===== src/rtl/fir_out_decim_fifo_pkg.sv =====
// Shared sample types and saturation helper for the FIR stream path.
// No ports; imported by the FIR wrapper and the output stage.
package fir_stream_pkg;

    localparam int SAMPLE_W = 16;

    typedef logic signed [SAMPLE_W-1:0] sample_t;

    localparam sample_t SAMPLE_MAX = 16'sh7FFF;
    localparam sample_t SAMPLE_MIN = 16'sh8000;

    localparam logic signed [18:0] WIDE_MAX = 19'sd32767;
    localparam logic signed [18:0] WIDE_MIN = -19'sd32768;

    // Clamp a 19-bit intermediate into the 16-bit sample range.
    function automatic sample_t sat16(input logic signed [18:0] x);
        sample_t r;
        if (x > WIDE_MAX) begin
            r = SAMPLE_MAX;
        end else if (x < WIDE_MIN) begin
            r = SAMPLE_MIN;
        end else begin
            r = x[15:0];
        end
        return r;
    endfunction

endpackage


===== src/rtl/fir_out_decim_fifo_sync_fifo.sv =====
// First-word-fall-through FIFO; output register counts toward DEPTH.
// Ports: wr_en/wr_data in, rd_valid/rd_ready/rd_data out, count, drop.
module sync_fifo_fwft #(
    parameter int WIDTH = 16,
    parameter int DEPTH = 16,
    parameter int CNT_W = $clog2(DEPTH) + 1
) (
    input  logic             clk,
    input  logic             rst,
    input  logic             wr_en,
    input  logic [WIDTH-1:0] wr_data,
    input  logic             rd_ready,
    output logic             rd_valid,
    output logic [WIDTH-1:0] rd_data,
    output logic [CNT_W-1:0] count,
    output logic             drop
);

    localparam int AW = $clog2(DEPTH);

    logic [WIDTH-1:0] mem_q [DEPTH];

    logic [AW-1:0]    wr_ptr_q, wr_ptr_d;
    logic [AW-1:0]    rd_ptr_q, rd_ptr_d;
    logic [CNT_W-1:0] count_q, count_d;
    logic             out_valid_q, out_valid_d;
    logic [WIDTH-1:0] out_data_q, out_data_d;

    logic             pop;
    logic             full;
    logic             accept;
    logic             mem_empty;
    logic             direct;
    logic             mem_we;
    logic             mem_rd;
    logic [CNT_W-1:0] mem_cnt;

    always_comb begin
        pop       = out_valid_q && rd_ready;
        full      = (count_q == CNT_W'(DEPTH));
        accept    = wr_en && (!full || pop);
        drop      = wr_en && !accept;
        mem_cnt   = count_q - CNT_W'(out_valid_q);
        mem_empty = (mem_cnt == '0);
        // Bypass storage when the output register is (or is becoming) free
        // and nothing older is waiting behind it.
        direct    = accept && (!out_valid_q || (pop && mem_empty));
        mem_we    = accept && !direct;
        mem_rd    = pop && !mem_empty;
    end

    always_comb begin
        out_valid_d = out_valid_q;
        out_data_d  = out_data_q;
        wr_ptr_d    = wr_ptr_q;
        rd_ptr_d    = rd_ptr_q;
        count_d     = count_q;
        if (pop) begin
            out_valid_d = 1'b0;
        end
        if (mem_rd) begin
            out_valid_d = 1'b1;
            out_data_d  = mem_q[rd_ptr_q];
            rd_ptr_d    = rd_ptr_q + AW'(1);
        end
        if (direct) begin
            out_valid_d = 1'b1;
            out_data_d  = wr_data;
        end
        if (mem_we) begin
            wr_ptr_d = wr_ptr_q + AW'(1);
        end
        if (accept && !pop) begin
            count_d = count_q + CNT_W'(1);
        end else if (!accept && pop) begin
            count_d = count_q - CNT_W'(1);
        end
    end

    always_ff @(posedge clk) begin
        if (mem_we) begin
            mem_q[wr_ptr_q] <= wr_data;
        end
    end

    always_ff @(posedge clk or posedge rst) begin
        if (rst) begin
            wr_ptr_q    <= '0;
            rd_ptr_q    <= '0;
            count_q     <= '0;
            out_valid_q <= 1'b0;
            out_data_q  <= '0;
        end else begin
            wr_ptr_q    <= wr_ptr_d;
            rd_ptr_q    <= rd_ptr_d;
            count_q     <= count_d;
            out_valid_q <= out_valid_d;
            out_data_q  <= out_data_d;
        end
    end

    assign rd_valid = out_valid_q;
    assign rd_data  = out_data_q;
    assign count    = count_q;

endmodule


===== src/rtl/fir_out_decim_fifo.sv =====
// FIR output stage: decimate, saturating gain, FWFT buffer, AXIS master.
// Ports: s_axis_data_* in (no tready), m_axis_data_* out, fifo_count, overflow.
module fir_out_decim_fifo
    import fir_stream_pkg::*;
#(
    parameter int DECIM = 4,
    parameter int DEPTH = 16,
    parameter int CNT_W = 5
) (
    input  logic             aclk,
    input  logic             areset,
    input  logic             s_axis_data_tvalid,
    input  logic [15:0]      s_axis_data_tdata,
    input  logic [1:0]       gain_shift,
    output logic             m_axis_data_tvalid,
    input  logic             m_axis_data_tready,
    output logic [15:0]      m_axis_data_tdata,
    output logic [CNT_W-1:0] fifo_count,
    output logic             overflow,
    input  logic             clr_overflow
);

    localparam int PH_W = (DECIM > 1) ? $clog2(DECIM) : 1;

    logic [PH_W-1:0]   phase_q, phase_d;
    logic              g_valid_q, g_valid_d;
    sample_t           g_data_q, g_data_d;
    logic              overflow_q, overflow_d;

    logic              keep;
    logic signed [18:0] ext;
    logic signed [18:0] prod;
    logic              drop;

    always_comb begin
        keep    = s_axis_data_tvalid && (phase_q == '0);
        phase_d = phase_q;
        if (s_axis_data_tvalid) begin
            if (phase_q == PH_W'(DECIM - 1)) begin
                phase_d = '0;
            end else begin
                phase_d = phase_q + PH_W'(1);
            end
        end
        ext       = {{3{s_axis_data_tdata[15]}}, s_axis_data_tdata};
        prod      = ext <<< gain_shift;
        g_valid_d = keep;
        g_data_d  = keep ? sat16(prod) : g_data_q;
        // A fresh drop beats a simultaneous clear.
        if (drop) begin
            overflow_d = 1'b1;
        end else if (clr_overflow) begin
            overflow_d = 1'b0;
        end else begin
            overflow_d = overflow_q;
        end
    end

    always_ff @(posedge aclk or posedge areset) begin
        if (areset) begin
            phase_q    <= '0;
            g_valid_q  <= 1'b0;
            g_data_q   <= '0;
            overflow_q <= 1'b0;
        end else begin
            phase_q    <= phase_d;
            g_valid_q  <= g_valid_d;
            g_data_q   <= g_data_d;
            overflow_q <= overflow_d;
        end
    end

    sync_fifo_fwft #(
        .WIDTH (SAMPLE_W),
        .DEPTH (DEPTH),
        .CNT_W (CNT_W)
    ) u_fifo (
        .clk      (aclk),
        .rst      (areset),
        .wr_en    (g_valid_q),
        .wr_data  (g_data_q),
        .rd_ready (m_axis_data_tready),
        .rd_valid (m_axis_data_tvalid),
        .rd_data  (m_axis_data_tdata),
        .count    (fifo_count),
        .drop     (drop)
    );

    assign overflow = overflow_q;

endmodule


===== config.mk =====
export PLATFORM = sky130hd
export DESIGN_NAME = fir_out_decim_fifo
export DESIGN_NICKNAME = d
export VERILOG_FILES = /design/src/rtl/fir_out_decim_fifo_pkg.sv /design/src/rtl/fir_out_decim_fifo_sync_fifo.sv /design/src/rtl/fir_out_decim_fifo.sv
export SDC_FILE = /design/constraint.sdc
export NUM_CORES = 1
export LEC_CHECK = 0
export ABC_AREA = 1
export CAP_MARGIN = 20
export CORE_ASPECT_RATIO = 0.7
export CORE_MARGIN = 3
export CORE_UTILIZATION = 64
export DETAILED_ROUTE_END_ITERATION = 10
export DONT_BUFFER_PORTS = 1
export HOLD_SLACK_MARGIN = 0.12
export MAX_ROUTING_LAYER = met4
export PLACE_DENSITY_LB_ADDON = 0.25
export SLEW_MARGIN = 20
export SYNTH_ARGS = -nofsm -noshare
export SYNTH_HDL_FRONTEND = slang
export SYNTH_SLANG_ARGS = --single-unit
export TNS_END_PERCENT = 50

===== constraint.sdc =====
create_clock -name aclk -period 2.9 [get_ports aclk]
set_input_delay 0.725 -clock aclk [delete_from_list [all_inputs] [get_ports aclk]]
set_output_delay 0.725 -clock aclk [all_outputs]
set_load 0.005 [all_outputs]

### Yosys cells after proc, flatten, opt, wreduce, memory -nomap -nowiden

Memories as Yosys holds them, arrays and structs flattened.
Index checks and enable logic that the tools add are counted.

| storage, ports and cells | value |
|---|---|
| bits in registers | 50 |
| RAM bits | 256 |
| logic and storage cells | 59 |
| memories kept | 1 |

| cells by class | value |
|---|---|
| $add $sub $neg | 6 |
| magnitude comparators | 2 |
| eq/ne operators | 2 |
| shifts and indexed selects | 1 |
| multiplexer cells | 14 |
| reduce and logical (&&, ||, !) cells | 24 |

Memory list:

| memory | depth | width | read ports | clocked after Yosys merged registers in | write ports | RTL line | source |
|---|---|---|---|---|---|---|---|
| u_fifo.mem_q | 16 | 16 | 1 | 0 | 1 | fir_out_decim_fifo_sync_fifo.sv:21 | `logic [WIDTH-1:0] mem_q [DEPTH];` |

Operators by type and width:

| kind | count |
|---|---|
| $mux 16 | 4 |
| $gt 19x16->1 const B | 1 |
| $lt 19x16->1 const B | 1 |
| $sshl 16x2->19 | 1 |
| $logic_and 1x1->1 | 10 |
| $mux 5 | 2 |
| $add 4x1->4 const B | 2 |
| $mux 1 | 7 |
| $logic_not 1->1 | 6 |
| $reduce_bool 2->1 | 3 |
| $add 5x1->5 const B | 1 |
| $eq 5x5->1 const B | 1 |
| $logic_not 5->1 | 1 |
| $sub 5x1->5 | 1 |
| $sub 5x1->5 const B | 1 |
| $reduce_bool 3->1 | 1 |
| $add 2x1->2 const B | 1 |
| $eq 2x2->1 const B | 1 |
| $logic_not 2->1 | 1 |
| $logic_or 1x1->1 | 2 |
| $mux 2 | 1 |

### Longest topological paths before layout

Gate-level depths: netlist (run 1).

| logic depth | value |
|---|---|
| word-level depth | 9 |
| depth in mapped cells | 13 |
| mapped depth without buffers | 12 |

### Modules after synthesis

From an unflattened synthesis (run 1), not the netlist that was laid out.

| unflattened totals | value |
|---|---|
| cell total of the unflattened synthesis | 1430 |
| area, all modules | 13769.5 µm² |

Modules (own cells, without submodules):

| module | instances | cells an instance | area an instance (µm²) |
|---|---|---|---|
| sync_fifo_fwft | 1 | 1258 | 12590.8 |
| fir_out_decim_fifo | 1 | 172 | 1178.6 |

### Worst setup path after synthesis (run 1)

Ideal clock, no wire load.

| timing path | value |
|---|---|
| kind | register to register |
| from | register u_fifo.count_q[0], in the netlist u_fifo.count[0] |
| to | memory u_fifo.mem_q[11][0], enable pin |
| setup time | 0.388 ns |
| arrival time | 2.161 ns |
| setup slack | 0.351 ns |
| cell stages (with the launch flop) | 10 |
| path buffers | 0 |
| cell sequence | dfrtp_1 inv_1 ha_1 inv_1 nor2_1 nand4_1 nand2_2 nor2_8 nand2_4 nor2_1 |

| on the way | value |
|---|---|
| longest elaborated chain between the ends | 9 |
| elaborated cells between the ends (all ways) | 13 |
| those cells by class | add/sub: 1; eq/ne: 1; mux: 2; reduce/logical: 9 |

RTL lines:

| item | RTL line | source |
|---|---|---|
| start, declared | fir_out_decim_fifo_sync_fifo.sv:25 | `logic [CNT_W-1:0] count_q, count_d;` |
| start signal, assigned | fir_out_decim_fifo_sync_fifo.sv:96 | `count_q <= count_d;` |
| $sub 5x1->5 or $eq 5x5->1 (tied branches) | fir_out_decim_fifo_sync_fifo.sv:43, fir_out_decim_fifo_sync_fifo.sv:40 |  |
| $logic_not 5->1 or $logic_not 1->1 (tied branches) | fir_out_decim_fifo_sync_fifo.sv:44, fir_out_decim_fifo_sync_fifo.sv:41 |  |
| $logic_and 1x1->1 or $logic_or 1x1->1 (tied branches) | fir_out_decim_fifo_sync_fifo.sv:47, fir_out_decim_fifo_sync_fifo.sv:41 |  |
| $logic_or 1x1->1 or $logic_and 1x1->1 (tied branches) | fir_out_decim_fifo_sync_fifo.sv:47, fir_out_decim_fifo_sync_fifo.sv:41 |  |
| $logic_and 1x1->1 | fir_out_decim_fifo_sync_fifo.sv:47 | `direct = accept && (!out_valid_q \|\| (pop && mem_empty));` |
| $logic_not 1->1 | fir_out_decim_fifo_sync_fifo.sv:48 | `mem_we = accept && !direct;` |
| $logic_and 1x1->1 * | fir_out_decim_fifo_sync_fifo.sv:48 |  |
| $mux 1 * | fir_out_decim_fifo_sync_fifo.sv:81 | `if (mem_we) begin` |
| $mux 1 (not written as such) * | fir_out_decim_fifo_sync_fifo.sv:82 | `mem_q[wr_ptr_q] <= wr_data;` |
| end, declared | fir_out_decim_fifo_sync_fifo.sv:21 |  |

Every way passes the cells marked *; elsewhere a longest branch is shown, timed or not.

### Worst setup path in the final report (run 1)

| timing path | value |
|---|---|
| from | register u_fifo.count_q[0], in the netlist u_fifo.count[0] |
| to | memory u_fifo.mem_q[7][7], enable pin |

The elaborated chain is that of the path after synthesis.

==> results of run 1 <==
==> final cells by class <==
type | instances | area [µm²] | share of cell area (%)
inverter | 101 | 384 | 2.60
tap | 270 | 338 | 2.28
timing repair buffer | 33 | 285 | 1.93
sequential | 306 | 8940 | 60.5
clock buffer | 38 | 768 | 5.19
multi-input combinational | 888 | 3930 | 26.6
clock inverter | 14 | 136 | 0.922
==> registers in the layout, indices dropped and copies added (netlist names) <==
register	cells
phase_q	2
u_fifo.rd_valid	1
u_fifo.rd_data	16
u_fifo.count	5
g_valid_q	1
g_data_q	16
u_fifo.wr_ptr_q	4
u_fifo.rd_ptr_q	4
u_fifo.mem_q	256
overflow	1
==> worst max-delay path, stage by stage, from the launching register on <==
cell	delay, ns
dfrtp_1	0.49
inv_1	0.10
ha_1	0.28
inv_1	0.05
nor2_1	0.04
nand4_1	0.10
nand2_2	0.11
nor2_8	0.31
nand2_4	0.11
nor2_1	0.26
buf_4	0.26
==> cell families (layout without fill, tap and decap cells) <==
group                    count (synthesis)  in the layout  share of synthesized area (%)
buffers and inverters                  167            186                           5.43
adder cells (fa/ha/maj)                 13             13                           1.25
multiplexers                             3              3                          0.221
AO/OA/AOI/OAI                           52             52                           1.96
AND/OR/NAND/NOR                        812            812                           24.9
flip-flops                             306            306                           65.7
XOR/XNOR                                 8              8                          0.570
==> synth_stat cells (all sizes together) (6+ instances only) <==
master    n
a21oi     6
buf      49
clkbuf   17
dfrtp    50
edfxtp  256
ha       12
inv     100
nand2   568
nand3   185
nor2     56
o21ai    43
xor2      6
==> where the power goes <==
| group | total [µW] | internal (µW) | switching, µW |
|---|---|---|---|
| clock network | 3620 | 2040 | 1570 |
| registers | 6790 | 5800 | 992 |
| logic | 4680 | 1410 | 3270 |
==> layer usage <==
layer  track usage, %  part of all wire [%]  vias to the layer above
met5                -                     0                        -
met4             8.93                   2.6                        0
met3             4.48                   9.6                       66
met2             41.6                    45                      522
met1             41.2                    42                     4449
li1                 -                     -                     4460
==> per-stage QoR <==
step / power [µW] / std cells
after floorplan: 9830 / 1361
after global placement: 11300 / 1598
after detailed placement: 11500 / 1598
after CTS: 15100 / 1650
after global routing: 16000 / 1650
final: 15100 / 1650
==> how the worst min path moves through the flow <==
stage,from,to,slack [ns],cells past startpoint
after global placement,g_valid_q,overflow,0.51,2
after CTS,clr_overflow,overflow,0.27,1
after floorplan,g_valid_q,overflow,0.45,2
after global routing,clr_overflow,overflow,0.27,1
final,areset,u_fifo.count[1],0.28,1
after detailed placement,g_valid_q,overflow,0.51,2
==> flow_metrics.env, run 1 <==
export IMPL_outcome="complete, no violations"
export IMPL_cts_resized=0
export IMPL_cts_hold_buf=0
export IMPL_port_buffers=0
export IMPL_yosys_register_bits=306
export IMPL_insertion_delay_ns=0.55
export IMPL_fin_crit_sh_pct=84.3
export IMPL_worstReg2RegEnd="u_fifo.mem_q[7][7]"
export IMPL_relSlewSlack_pct=30.5
export IMPL_fin_tns_setup_ns=0
export IMPL_synth_top_area_share_pct=56.5
export IMPL_cp_endpoint="u_fifo.mem_q[7][7]"
export IMPL_drt_iter0_markers=1294
export IMPL_clock_skew_ns=0.0201
export IMPL_ff2ff_setup_slack_ns=0.46
export IMPL_drt_total_wl_mm=31.1
export IMPL_startpoint_type="register"
export IMPL_setup_ws_ns=0.456
export IMPL_clkTransAtPathRegs_ns=0.06
export IMPL_async_flop_share_pct=16.3
export IMPL_cts_tree="done"
export IMPL_cp_end_kind="register"
export IMPL_fmax_mhz=409
export IMPL_ant_nets=0
export IMPL_num_rows=43
export IMPL_cts_path_max_buffers=3
export IMPL_fin_nets=1394
export IMPL_period_needed_ns=2.44
export IMPL_worst_pin_slew_ns=1.04
export IMPL_hpwlAfterDp_mm=19.2
export IMPL_placed_area_um2=13900
export IMPL_cp_max_fo=10
export IMPL_mostFrequentLayoutCells="558 x nand2_1, 256 x edfxtp_1, 184 x nand3_1"
export IMPL_final_area_um2=14800
export IMPL_yosysTopAreaCell="edfxtp_1"
export IMPL_clock_root_buffer="clkbuf_16"
export IMPL_setup_viol=0
export IMPL_wire_per_inst_um=18.9
export IMPL_hold_violations=0
export IMPL_syn_area_um2=13600
export IMPL_fillers=1381
export IMPL_drc_errors=0
export IMPL_grt_max_degree=133
export IMPL_htree_levels=1
export IMPL_final_common_cell="nand2_1"
export IMPL_p_per_area_nw_per_um2=1020
export IMPL_start_util_pct=66.9
export IMPL_r2r_cells=10
export IMPL_required_ns=3.14
export IMPL_overflow=0
export IMPL_yosys_warnings=0
export IMPL_die_w_um=180
export IMPL_leakage_uw=0.00632
export IMPL_arrival_ns=2.68
export IMPL_synth_edf_count=256
export IMPL_antenna_cells=0
export IMPL_ys_types=31
export IMPL_synth_seq_area_share_pct=65.7
export IMPL_rsz0062_at_grt="no"
export IMPL_coreArea_um2=20300
export IMPL_pre_cts_slack_ns=0.352
export IMPL_cts_sinks=306
export IMPL_hold_slack_ns=0.276
export IMPL_num_vias=9497
export IMPL_area_growth_pct=8.69
export IMPL_grt_usage_pct=28.2
export IMPL_drt_first_pass_iters=5
export IMPL_finalMaxSlewViolations=0
export IMPL_viasPerCell=5.76
export IMPL_hold_path_class="primary input to async pin"
export IMPL_gp_congestion=0.866
export IMPL_synthFlopType="edfxtp_1"
export IMPL_dieArea_um2=23100
export IMPL_critical_path_class="register to register"
export IMPL_synth_area_leaders="edfxtp_1 56%, nand2_1 15%, dfrtp_1 9.2%"
export IMPL_post_cts_buffers=0
export IMPL_grt_pass1_wl_mm=49.4
export IMPL_startpoint="u_fifo.count[0]"
export IMPL_final_util_pct=72.7
export IMPL_r2r_start="u_fifo.count[0]"
export IMPL_cts_buffers=28
export IMPL_synth_area_per_cell_um2=10.0
export IMPL_cap_violations=0
export IMPL_antenna_found_initial=0
export IMPL_syn_nets=1397
export IMPL_grt_pass1_vias=9118
export IMPL_ir_drop_v=0.000782
export IMPL_die_h_um=128
export IMPL_io_pin_count=46
export IMPL_drive_above_1_share_pct=7.32
export IMPL_syn_inst=1361
No activity file was read; power rests on OpenSTA's default activity.
==> run 2: changes to the inputs <==
--- a/config.mk
+++ b/config.mk
@@ -9,7 +9,7 @@
 export CAP_MARGIN = 20
 export CORE_ASPECT_RATIO = 0.7
 export CORE_MARGIN = 3
-export CORE_UTILIZATION = 64
+export CORE_UTILIZATION = 57
 export DETAILED_ROUTE_END_ITERATION = 10
 export DONT_BUFFER_PORTS = 1
 export HOLD_SLACK_MARGIN = 0.12
==> constraint.sdc (replaced) <==
create_clock -name aclk -period 2.05 [get_ports aclk]
set_input_delay 0.5125 -clock aclk [delete_from_list [all_inputs] [get_ports aclk]]
set_output_delay 0.5125 -clock aclk [all_outputs]
set_load 0.005 [all_outputs]
==> flow_metrics.env, run 2 (synthesis results as in run 1) <==
export IMPL_violations="negative setup slack"
export IMPL_cts_path_max_buffers=3
export IMPL_viasPerCell=5.59
export IMPL_grt_usage_pct=28.7
export IMPL_startpoint_type="register"
export IMPL_place_inst=1677
export IMPL_overflow=0
export IMPL_clkTransAtPathRegs_ns=0.07
export IMPL_num_vias=9732
export IMPL_num_rows=46
export IMPL_r2r_start="u_fifo.count[0]"
export IMPL_cts_sinks=306
export IMPL_cts_buffers=28
export IMPL_relSlewSlack_pct=60.8
export IMPL_finalMaxSlewViolations=0
export IMPL_gp_congestion=0.921
export IMPL_cts_tree="done"
export IMPL_drt_first_pass_iters=6
export IMPL_fmax_mhz=477
export IMPL_rsz0062_at_grt="yes"
export IMPL_grt_pass1_wl_mm=54.0
export IMPL_final_common_cell="nand2_1"
export IMPL_antenna_found_initial=0
export IMPL_ff2ff_setup_slack_ns=-0.05
export IMPL_period_needed_ns=2.10
export IMPL_worst_pin_slew_ns=0.588
export IMPL_drt_total_wl_mm=35.0
export IMPL_clock_root_buffer="clkbuf_16"
export IMPL_grt_pass1_vias=9077
export IMPL_htree_levels=1
export IMPL_hpwlAfterDp_mm=22.9
export IMPL_drive_above_1_share_pct=12.4
export IMPL_required_ns=2.48
export IMPL_coreArea_um2=23000
export IMPL_min_from="s_axis_data_tdata[15]"
export IMPL_wire_per_inst_um=20.1
export IMPL_io_pin_count=46
export IMPL_grt_max_degree=64
export IMPL_hold_depth=2
export IMPL_min_to="g_data_q[15]"
export IMPL_mostFrequentLayoutCells="556 x nand2_1, 256 x edfxtp_1, 184 x nand3_1"
export IMPL_die_h_um=135
export IMPL_ir_drop_v=0.00105
export IMPL_fin_nets=1444
export IMPL_clock_skew_ns=0.00913
export IMPL_dieArea_um2=25800
export IMPL_antenna_cells=0
export IMPL_r2r_cells=12
export IMPL_drc_errors=0
export IMPL_p_per_area_nw_per_um2=1470
export IMPL_drt_iter0_markers=1154
export IMPL_critical_path_class="register to register"
export IMPL_leakage_uw=0.00664
export IMPL_setup_viol=137
export IMPL_hold_violations=0
export IMPL_outcome="complete, but fails checks"
export IMPL_port_buffers=0
export IMPL_final_cells=1740
export IMPL_hold_path_class="primary input to register"
export IMPL_cp_end_kind="register"
export IMPL_fin_crit_sh_pct=102
export IMPL_cp_max_fo=4
export IMPL_largest_reg_flops=256
export IMPL_worstReg2RegEnd="u_fifo.count[4]"
export IMPL_die_w_um=191
export IMPL_arrival_ns=2.52
export IMPL_hold_slack_ns=0.194
export IMPL_start_util_pct=59.1
export IMPL_cap_violations=0
export IMPL_setup_ws_ns=-0.0474
export IMPL_ant_nets=0
export IMPL_area_growth_pct=15.6
export IMPL_insertion_delay_ns=0.55
export IMPL_regMostFlops="u_fifo.mem_q"
## run 2: cell types whose count changed in the layout (fill, tap and decap cells not counted), moves of 3 or more
cell	delta
nor2_4	+16
ha_1	-3
nor2_1	-15
buf_12	+20
dlygate4sd3_1	+3
ha_4	+3
clkbuf_16	+3
buf_4	+24
## run 2: timing repair
action | CTS | global route
gates resized for setup | 4 | 7
gates cloned | 0 | 1
hold buffers | 3 | 0
buffers inserted | 8 | 1
endpoints found under the hold margin | 24 | 0
endpoints found under the setup margin | 2 | 148
pin swaps | 6 | 12
## run 2: report_power, final
group / switching, µW / leakage, µW / internal (µW) / total [µW]
logic: 6350 / 0.00326 / 2770 / 9110
registers: 600 / 0.00293 / 8200 / 8800
clock network: 2200 / 0.000454 / 3010 / 5210
## run 2: routing by layer
metal	part of all wire [%]	GRT usage (%)	vias up
li1	-	-	4573
met1	44	44.1	4590
met2	44	40.8	508
met3	9.6	4.71	61
met4	2.1	6.19	0
met5	0	-	-
## run 2: metrics by stage
stage	setup TNS, ns	utilization (%)	area, µm²	total power [µW]	setup slack (ns)
floorplan	-5.61	-	13800	14100	-0.146
global placement	-0.0420	63.6	14600	17400	-0.0420
detailed placement	-0.0915	63.6	14600	17600	-0.0863
CTS	-0.0192	68.0	15700	22900	-0.0192
global route	-8.88	68.3	15700	24300	-0.0999
finish	-1.24	68.3	15700	23100	-0.0474
## run 2: layout make-up
class                      count  area, µm²
clock buffer                  40        818
inverter                     101        389
tap                          312        390
clock inverter                10       97.6
timing repair buffer          83        943
sequential                   306       8950
fill                        1690       7300
multi-input combinational    888       4140
## run 2: how the worst max path moves through the flow
stage                             from  slack (ns)         endpoint
detailed placement  m_axis_data_tready       -0.09  u_fifo.count[4]
finish                 u_fifo.count[0]       -0.05  u_fifo.count[4]
global placement    m_axis_data_tready       -0.04  u_fifo.count[4]
floorplan           m_axis_data_tready       -0.15  u_fifo.count[4]
CTS                    u_fifo.count[0]       -0.02  u_fifo.count[4]
global route           u_fifo.count[0]        -0.1  u_fifo.count[4]
## run 2: worst max-delay path: stages, from the launching register on
cell	delay (ns)
dfrtp_2	0.42
nor2_2	0.12
nand2_2	0.07
nor3_4	0.29
nor2_8	0.05
ha_4	0.17
inv_6	0.07
ha_4	0.21
a21oi_4	0.12
nand2_2	0.09
a21oi_2	0.14
o21ai_2	0.08
xor2_1	0.14
==> run 3: changes to the inputs <==
==> constraint.sdc (replaced) <==
create_clock -name aclk -period 1.7 [get_ports aclk]
set_input_delay 0.425 -clock aclk [delete_from_list [all_inputs] [get_ports aclk]]
set_output_delay 0.425 -clock aclk [all_outputs]
set_load 0.005 [all_outputs]
==> flow_metrics.env, run 3 (synthesis results as in run 1) <==
export IMPL_wire_per_inst_um=19.7
export IMPL_port_buffers=0
export IMPL_hold_path_class="primary input to register"
export IMPL_cts_buffers=28
export IMPL_hpwlAfterDp_mm=22.6
export IMPL_start_util_pct=59.1
export IMPL_cp_end_kind="register"
export IMPL_cts_tree="done"
export IMPL_clkTransAtPathRegs_ns=0.07
export IMPL_grt_pass1_vias=9194
export IMPL_p_per_area_nw_per_um2=1790
export IMPL_num_vias=9881
export IMPL_cp_slowest_cell="dfrtp_2"
export IMPL_place_inst=1701
export IMPL_largest_reg_flops=256
export IMPL_critical_path_class="register to register"
export IMPL_required_ns=2.12
export IMPL_violations="negative setup slack"
export IMPL_num_rows=46
export IMPL_drt_iter0_markers=1311
export IMPL_leakage_uw=0.00675
export IMPL_relSlewSlack_pct=68.9
export IMPL_setup_ws_ns=-0.309
export IMPL_grt_usage_pct=28.0
export IMPL_dieArea_um2=25800
export IMPL_path_cells="nor2_2, nand2_2, nor3_4, nor2_8, ha_4, inv_6, ha_4, a21oi_2, nand2_1, a21oi_1, o21ai_1, xor2_1"
export IMPL_multi_input_area_um2=4210
export IMPL_cpMostUsedCell="ha_4"
export IMPL_p_switching_uw=11300
export IMPL_fillers=1677
export IMPL_crit_family="simple AND/OR/NAND/NOR gates"
export IMPL_final_common_cell="nand2_1"
export IMPL_drive_above_1_share_pct=14.8
export IMPL_die_w_um=191
export IMPL_regMostFlops="u_fifo.mem_q"
export IMPL_arrival_ns=2.43
export IMPL_antenna_found_initial=0
export IMPL_fmax_mhz=498
export IMPL_overflow=0
export IMPL_coreArea_um2=23000
export IMPL_area_growth_pct=18.0
export IMPL_period_needed_ns=2.01
export IMPL_worst_pin_slew_ns=0.466
export IMPL_drt_first_pass_iters=6
export IMPL_combinationalPowerShare_pct=41.4
export IMPL_ant_nets=0
export IMPL_setup_viol=283
export IMPL_antenna_cells=0
export IMPL_die_h_um=135
export IMPL_power_frac_seq_pct=36.3
export IMPL_hold_violations=0
export IMPL_p_int_uw=17500
export IMPL_grt_pass1_wl_mm=53.0
export IMPL_p_clk_share_pct=22.4
export IMPL_rsz0062_at_grt="yes"
export IMPL_drc_errors=0
export IMPL_htree_levels=1
export IMPL_final_cells=1765
export IMPL_cap_violations=0
export IMPL_io_pin_count=46
export IMPL_startpoint_type="register"
export IMPL_viasPerCell=5.60
export IMPL_mostFrequentLayoutCells="556 x nand2_1, 256 x edfxtp_1, 175 x nand3_1"
export IMPL_area_sequential_um2=8950
export IMPL_finalMaxSlewViolations=0
export IMPL_clock_root_buffer="clkbuf_16"
export IMPL_cts_path_max_buffers=3
export IMPL_ir_drop_v=0.00122
export IMPL_fin_crit_sh_pct=118
export IMPL_cp_max_fo=5
export IMPL_fin_nets=1467
export IMPL_clock_skew_ns=0.00975
export IMPL_critPathMaxStageDelay_ns=0.43
export IMPL_grt_max_degree=51
export IMPL_insertion_delay_ns=0.54
export IMPL_worst_path_buf_inv=1
export IMPL_pre_cts_slack_ns=-0.356
export IMPL_cts_sinks=306
export IMPL_drt_total_wl_mm=34.7
export IMPL_gp_congestion=0.915
export IMPL_netSwitchingFraction_pct=39.2
export IMPL_outcome="complete, but fails checks"
-- run 3: cell types whose count changed in the layout (fill, tap and decap cells not counted), sizes merged --
cell / previous run / this run
bufinv: 2 / 4
clkinvlp: 0 / 3
clkbuf: 41 / 33
clkinv: 9 / 13
buf: 79 / 101
dlygate4sd3: 3 / 5
-- run 3: metrics by stage --
stage               cell area [µm²]  hold slack [ns]  TNS [ns]  power, µW  utilization [%]
finish                        16100            0.166    -67.20      28700             69.7
floorplan                     13800            0.453    -90.98      17000                -
detailed placement            14900            0.393    -84.77      21700             64.6
CTS                           16000            0.143    -64.58      28400             69.4
global placement              14900            0.387    -74.86      21500             64.6
global route                  16100            0.171    -80.76      30100             69.7
-- run 3: what timing repair did --
action                     in CTS  in global routing
hold buffers                    5                  0
gates resized for setup        15                 17
setup endpoints to repair     280                286
hold endpoints to repair       55                  0
buffers inserted                5                  2
pin swaps                      12                  5
-- run 3: layer usage --
metal / up-vias / track usage (%) / wire length [µm]
li1: 4628 / - / -
met1: 4630 / 40.9 / 14700
met2: 545 / 39.9 / 15100
met3: 78 / 7.14 / 4070
met4: 0 / 6.76 / 890
met5: - / - / 0
-- run 3: path summary, 6_finish.rpt --
kind                                 start                  to  slack, ns  cells after the start
max                        u_fifo.count[0]     u_fifo.count[4]      -0.31                     12
min                          gain_shift[1]         g_data_q[1]       0.17                      5
max reg2reg                u_fifo.count[0]     u_fifo.count[4]      -0.31                     12
min reg2reg                    g_data_q[5]         g_data_q[5]       0.49                      2
max in group asynchronous           areset  u_fifo.rd_ptr_q[0]       1.01                      3
min in group asynchronous           areset  u_fifo.wr_ptr_q[3]       0.41                      3
-- run 3: power by group through the flow --
stage	Combinational, µW	Sequential (µW)	Clock [µW]
2_1_floorplan	6150	10900	0
3_3_place_gp	10900	10500	0
6_report	11900	10400	6420
4_1_cts	11500	10400	6510
5_1_grt	12900	10500	6760
3_5_place_dp	11100	10600	0
-- run 3: cell type report --
class / count / share of cell area [%]
Tap cell: 312 / 2.43
Clock buffer: 33 / 4.61
Inverter: 101 / 2.45
Multi-Input combinational cell: 888 / 26.2
Timing Repair Buffer: 106 / 7.34
Sequential cell: 306 / 55.7
Clock inverter: 19 / 1.25
-- run 3: worst reg2reg max path: cells and delay by family, from the launching register on --
family / cells / cell delay [ns]
simple gates: 5 / 0.55
flops: 1 / 0.43
compound gates: 3 / 0.31
buf+inv: 1 / 0.08
xor+xnor: 1 / 0.14
fa+ha+maj: 2 / 0.38
